`src/rtl/vmask_beat_feeder.sv`:
```
`default_nettype none
// ============================================================================
//  Module   : vmask_beat_feeder
//  Purpose  : Upstream sequencer for the mask-population-count unit. It takes
//             one mask-reduction request, consumes byte-lane mask beats from
//             the VRF read path, applies vl tail masking and optional v0
//             masking, and emits registered beats to the popcount stage. A
//             drain gap after each request lets the popcount stage clear its
//             running count before the next request starts.
//  Ports    : clk, rst                      - clock, synchronous active-high reset
//             req_valid/req_ready           - request handshake
//             req_vl/req_sew/req_vm/req_addr - request operands
//             src_valid/src_ready           - mask beat handshake
//             src_m, src_v0                 - source mask and v0 mask (one bit per lane)
//             out_m0/out_valid/out_sew      - masked beat to popcount stage
//             out_start/out_end/out_addr    - beat framing and result address
//             busy                          - block is not idle
//  Revision : 1.0 - initial release
// ============================================================================
module vmask_beat_feeder #(
  parameter int REQ_DATA_WIDTH = 64,
  parameter int REQ_ADDR_WIDTH = 32,
  parameter int SEW_WIDTH      = 2,
  parameter int VL_WIDTH       = 16,
  parameter int DRAIN_CYCLES   = 6
) (
  input  logic                        clk,
  input  logic                        rst,
  input  logic                        req_valid,
  output logic                        req_ready,
  input  logic [VL_WIDTH-1:0]         req_vl,
  input  logic [SEW_WIDTH-1:0]        req_sew,
  input  logic                        req_vm,
  input  logic [REQ_ADDR_WIDTH-1:0]   req_addr,
  input  logic                        src_valid,
  output logic                        src_ready,
  input  logic [REQ_DATA_WIDTH/8-1:0] src_m,
  input  logic [REQ_DATA_WIDTH/8-1:0] src_v0,
  output logic [REQ_DATA_WIDTH/8-1:0] out_m0,
  output logic                        out_valid,
  output logic [SEW_WIDTH-1:0]        out_sew,
  output logic                        out_start,
  output logic                        out_end,
  output logic [REQ_ADDR_WIDTH-1:0]   out_addr,
  output logic                        busy
);

  localparam int LANES  = REQ_DATA_WIDTH / 8;
  localparam int LANE_W = (LANES > 1) ? $clog2(LANES) : 1;
  // One extra bit on the element counter so elem_base+epb never wraps.
  localparam int BASE_W = VL_WIDTH + 1;
  localparam int CNT_W  = (DRAIN_CYCLES > 1) ? $clog2(DRAIN_CYCLES) : 1;

  typedef enum logic [1:0] {
    ST_IDLE  = 2'd0,
    ST_RUN   = 2'd1,
    ST_ZERO  = 2'd2,
    ST_DRAIN = 2'd3
  } state_t;

  state_t                      r_state;
  state_t                      w_state_next;

  logic [VL_WIDTH-1:0]         r_vl;
  logic [SEW_WIDTH-1:0]        r_sew;
  logic                        r_vm;
  logic [REQ_ADDR_WIDTH-1:0]   r_addr;
  logic [BASE_W-1:0]           r_elem_base;
  logic [CNT_W-1:0]            r_drain_cnt;

  logic                        w_accept;
  logic                        w_beat_fire;
  logic                        w_zero_fire;
  logic [BASE_W-1:0]           w_epb;
  logic [BASE_W-1:0]           w_next_base;
  logic                        w_beat_end;
  logic [LANE_W-1:0]           w_sub_mask;
  logic [LANES-1:0]            w_m0;

  assign w_epb       = BASE_W'(LANES) >> r_sew;
  assign w_next_base = r_elem_base + w_epb;
  assign w_beat_end  = (w_next_base >= {1'b0, r_vl});
  // Low lane-index bits that must be zero for a lane to hold an element.
  assign w_sub_mask  = ~({LANE_W{1'b1}} << r_sew);

  // Per-lane activity: element k sits at lane k<<sew; other lanes stay 0.
  for (genvar l = 0; l < LANES; l++) begin : g_lane
    localparam logic [LANE_W-1:0] c_lane = LANE_W'(l);
    logic              w_aligned;
    logic [BASE_W-1:0] w_elem_idx;

    assign w_aligned  = ((c_lane & w_sub_mask) == '0);
    assign w_elem_idx = r_elem_base + BASE_W'(c_lane >> r_sew);
    assign w_m0[l]    = w_aligned && (w_elem_idx < {1'b0, r_vl}) &&
                        src_m[l] && (r_vm || src_v0[l]);
  end

  always_ff @(posedge clk) begin
    if (rst) begin
      r_state <= ST_IDLE;
    end else begin
      r_state <= w_state_next;
    end
  end

  always_comb begin
    w_state_next = r_state;
    req_ready    = 1'b0;
    src_ready    = 1'b0;
    w_accept     = 1'b0;
    w_beat_fire  = 1'b0;
    w_zero_fire  = 1'b0;
    case (r_state)
      ST_IDLE: begin
        req_ready = 1'b1;
        if (req_valid) begin
          w_accept     = 1'b1;
          w_state_next = (req_vl == '0) ? ST_ZERO : ST_RUN;
        end
      end
      ST_RUN: begin
        src_ready = 1'b1;
        if (src_valid) begin
          w_beat_fire = 1'b1;
          if (w_beat_end) begin
            w_state_next = ST_DRAIN;
          end
        end
      end
      ST_ZERO: begin
        w_zero_fire  = 1'b1;
        w_state_next = ST_DRAIN;
      end
      ST_DRAIN: begin
        if (int'(r_drain_cnt) >= DRAIN_CYCLES - 1) begin
          w_state_next = ST_IDLE;
        end
      end
      default: w_state_next = ST_IDLE;
    endcase
  end

  // Request context and element / drain counters.
  always_ff @(posedge clk) begin
    if (rst) begin
      r_vl        <= '0;
      r_sew       <= '0;
      r_vm        <= 1'b0;
      r_addr      <= '0;
      r_elem_base <= '0;
      r_drain_cnt <= '0;
    end else begin
      if (w_accept) begin
        r_vl        <= req_vl;
        r_sew       <= req_sew;
        r_vm        <= req_vm;
        r_addr      <= req_addr;
        r_elem_base <= '0;
      end else if (w_beat_fire) begin
        r_elem_base <= w_next_base;
      end
      if (r_state == ST_DRAIN && w_state_next == ST_DRAIN) begin
        r_drain_cnt <= r_drain_cnt + 1'b1;
      end else begin
        r_drain_cnt <= '0;
      end
    end
  end

  // Registered beat outputs; every field returns to 0 when no beat fires.
  always_ff @(posedge clk) begin
    if (rst) begin
      out_valid <= 1'b0;
      out_m0    <= '0;
      out_sew   <= '0;
      out_start <= 1'b0;
      out_end   <= 1'b0;
      out_addr  <= '0;
    end else begin
      out_valid <= 1'b0;
      out_m0    <= '0;
      out_sew   <= '0;
      out_start <= 1'b0;
      out_end   <= 1'b0;
      out_addr  <= '0;
      if (w_beat_fire) begin
        out_valid <= 1'b1;
        out_m0    <= w_m0;
        out_sew   <= r_sew;
        out_start <= (r_elem_base == '0);
        out_end   <= w_beat_end;
        out_addr  <= r_addr;
      end else if (w_zero_fire) begin
        out_valid <= 1'b1;
        out_sew   <= r_sew;
        out_start <= 1'b1;
        out_end   <= 1'b1;
        out_addr  <= r_addr;
      end
    end
  end

  assign busy = (r_state != ST_IDLE);

endmodule
`default_nettype wire

```
`config.mk`:
```
export PLATFORM = sky130hd
export DESIGN_NAME = vmask_beat_feeder
export DESIGN_NICKNAME = d
export VERILOG_FILES = /design/src/rtl/vmask_beat_feeder.sv
export SDC_FILE = /design/constraint.sdc
export NUM_CORES = 1
export LEC_CHECK = 0
export ABC_AREA = 1
export CAP_MARGIN = 15
export CORE_UTILIZATION = 34
export CTS_BUF_LIST = sky130_fd_sc_hd__clkbuf_16
export DETAILED_ROUTE_END_ITERATION = 10
export PLACE_DENSITY = 0.57
export SLEW_MARGIN = 25
export SYNTH_ARGS = -nofsm -noshare
export SYNTH_HDL_FRONTEND = slang
export SYNTH_SLANG_ARGS = --single-unit
```
`constraint.sdc`:
```
create_clock -name clk -period 7.71 [get_ports clk]
set_input_delay 1.9275 -clock clk [delete_from_list [all_inputs] [get_ports clk]]
set_output_delay 1.9275 -clock clk [all_outputs]
set_load 0.01 [all_outputs]
```
==> impl_metrics.json <==
{
  "dieWidth_um": 168,
  "port_buffers": 118,
  "worst_ep_required_time_ps": 8020,
  "dp_slack_ps": 2960,
  "post_cts_buffers": 0,
  "async_flop_share_pct": 0,
  "cts_tree": "built",
  "grt_overflow": 0,
  "vias": 8531,
  "synth_ff_type": "dfxtp_1",
  "antenna_found_initial": 0,
  "grt_pass1_wl_um": 43400,
  "met1_usage_pct": 25.3,
  "hold_class": "register to register",
  "fin_crit_sh_pct": 54.8,
  "drv_slew": 0,
  "setup_tns_ps": 0,
  "final_nets": 1603,
  "p_comb_share_pct": 27.6,
  "stdcell_count": 1722,
  "slowest_delay_ps": 540,
  "grt_max_degree": 102,
  "route.detailed.drc": 0,
  "floorplan.die_area_mm2": 0.0281,
  "core_mm2": 0.0270,
  "gr-usage-met2_pct": 32.5,
  "htreeDepth": 4,
  "synth_edf_count": 0,
  "postSynthCellCount": 1269,
  "fmax_mhz": 237,
  "syn-num-nets": 1504,
  "synth_area_mm2": 0.00934,
  "clkLatencyLatePin_ps": 410,
  "first_pass_iters": 5,
  "final_util_pct": 42.2,
  "gp_congestion": 0.908,
  "ctsResizeCount": 0,
  "power_frac_seq_pct": 33.5,
  "place_hpwl_um": 21200,
  "slowest_stage": "dfxtp_1",
  "syn2layout_area_growth_pct": 21.7,
  "grt_busiest_layer": "met2",
  "path_cells": "inv_1 > ha_1 > ha_1 > inv_1 > o21bai_1 > inv_1 > nand2_1 > nand2_1 > nor2_1 > xor2_1 > ha_1 > nand2_1 > nor2_1 > nand4_1 > nor2_1 > nor2_1 > o21ai_0 > nand3_1 > nand2_1 > a21oi_1",
  "clockBufferDepth": 2,
  "finalClockSkew_ps": 11.3,
  "end_kind": "register",
  "synth.area.top_cells": "dfxtp_1, ha_1, xor2_1, nand2_1, a21oi_1",
  "ir_drop_v": 0.000134,
  "crit_type": "register to register",
  "yosysWarningCount": 0,
  "setup_viol": 0,
  "power.internal_mw": 1.35,
  "power_density_mw_per_mm2": 179,
  "maxCapViolations": 0,
  "met3_usage_pct": 5.53,
  "p_leak_nw": 5.28,
  "diodes": 0,
  "sw_frac_of_total_pct": 33.4,
  "via_per_inst": 4.95,
  "place_inst": 1690,
  "crit_arrival_ps": 4530,
  "drt_iter0_markers": 419,
  "synth-seq-area-share_pct": 25.3,
  "cts_buffers": 17,
  "cp_max_fo": 10,
  "clkPwrFrac_pct": 38.9,
  "drive_gt1_share_pct": 3.84,
  "numClockSinks": 118,
  "cts_hold_buffers": 0,
  "initial_core_util_pct": 34.6,
  "hold_viol_final": 0,
  "stdcell_area_mm2": 0.0114,
  "maxSlewHeadroom_pct": 42.3,
  "fin_ws_ps": 3490,
  "post-synth-top-count-cell": "nand2_1",
  "placed_cell_area_mm2": 0.0108,
  "clkTransAtPathRegs_ps": 70,
  "placementRows": 60,
  "p_switching_mw": 0.678,
  "worstMarginPinSlew_ps": 865,
  "pin_count": 119,
  "status": "complete, no violations",
  "syn_area_per_cell_um2": 7.36,
  "grt_setup_unrepaired": "false",
  "wl_per_cell_um": 15.6,
  "root_buffer": "clkbuf_16",
  "grt_pass1_vias": 8324,
  "synth-seq-cells": 118,
  "finalWirelength_um": 26800,
  "synth_top_cell_area_share_pct": 25.3,
  "start_kind": "register",
  "synth_cell_types": 39,
  "ant_nets": 0,
  "min_period_ps": 4220,
  "synth_top_cell_by_area": "dfxtp_1",
  "synth_common_cells": "nand2_1, ha_1, inv_1",
  "grt_use_total_pct": 19.8,
  "die_h_um": 168
}
-- cell usage in the layout (no fill, tap or decap), types with 2 or more instances in the layout --
| master | instances |
|---|---|
| nand2_2 | 2 |
| clkinvlp_4 | 3 |
| o21ai_1 | 4 |
| nor2_2 | 2 |
| clkinv_2 | 3 |
| bufinv_16 | 2 |
| nor3_1 | 8 |
| o211ai_1 | 7 |
| nor3_4 | 2 |
| inv_6 | 3 |
| nand3_1 | 33 |
| nor2_1 | 135 |
| a21oi_1 | 129 |
| a211oi_1 | 14 |
| xnor2_1 | 3 |
| nand4_1 | 13 |
| ha_1 | 160 |
| clkinv_4 | 3 |
| inv_1 | 137 |
| nor4_1 | 13 |
| clkdlybuf4s50_1 | 118 |
| a31oi_1 | 2 |
| fa_1 | 4 |
| buf_4 | 2 |
| dfxtp_1 | 118 |
| xor2_1 | 112 |
| clkinv_1 | 4 |
| clkbuf_16 | 17 |
| o21ai_0 | 79 |
| inv_2 | 12 |
| nand2_1 | 220 |
| o21a_1 | 6 |
-- worst max-delay path, delay by kind of cell (launching register included) --
family	cells	cell delay (ps)
AOI/OAI and AO/OA	3	440
xor gates and xnor gates	1	120
adders and majority gates	3	1230
buffers and inverters	3	580
DFF	1	540
and+or+nand+nor	10	1190
-- kinds of logic (layout without fill, tap and decap cells) --
| family | Yosys count | in the layout | share of synthesized area (%) |
|---|---|---|---|
| buffers and inverters | 192 | 304 | 8.05 |
| adder cells (fa/ha/maj) | 164 | 164 | 22.3 |
| flip-flops | 118 | 118 | 25.3 |
| AO/OA/AOI/OAI | 247 | 247 | 14.2 |
| AND/OR/NAND/NOR | 433 | 433 | 19.4 |
| XOR/XNOR | 115 | 115 | 10.8 |
-- state kept, by name, indices dropped and copies added (netlist names) --
name         cells
out_m0           8
r_addr          32
out_valid        1
r_sew            2
r_vm             1
r_drain_cnt      3
r_elem_base     17
out_end          1
out_start        1
out_sew          2
out_addr        32
r_vl            16
r_state          2
-- cell type report --
type	count	area, um2
fill	2807	15600
multi-input combinational	959	6230
sequential	118	2360
timing repair buffer	120	1200
inverter	152	571
tap	341	427
clock buffer	17	425
clock inverter	15	154
-- layer usage --
layer	vias to the layer above	routed length (um)	part of all wire (%)
met4	0	423	1.6
met2	225	11900	45
met5	-	0	0
met3	24	2040	7.6
li1	4388	-	-
met1	3894	12400	46
-- worst paths after layout --
check | from | end | slack [ps] | cells after the start
max reg2reg | r_sew[1] | out_m0[4] | 3490 | 20
min | r_addr[12] | out_addr[12] | 430 | 2
max | r_sew[1] | out_m0[4] | 3490 | 20
min reg2reg | r_addr[12] | out_addr[12] | 430 | 2
-- power groups by stage --
stage          clock [mW]  combinational [mW]  sequential [mW]
6_report            0.790               0.561            0.679
3_3_place_gp            0               0.552            0.692
4_1_cts             0.810               0.568            0.679
5_1_grt             0.838               0.650            0.683
2_1_floorplan           0               0.401            0.676
3_5_place_dp            0               0.564            0.692
-- stage by stage --
stage | power (mW) | hold WS (ps)
6_report | 2.03 | 432
5_1_grt | 2.17 | 445
4_1_cts | 2.06 | 434
3_5_place_dp | 1.26 | 425
3_3_place_gp | 1.24 | 424
2_1_floorplan | 1.08 | 416
Power figures use the tool's default switching activity.
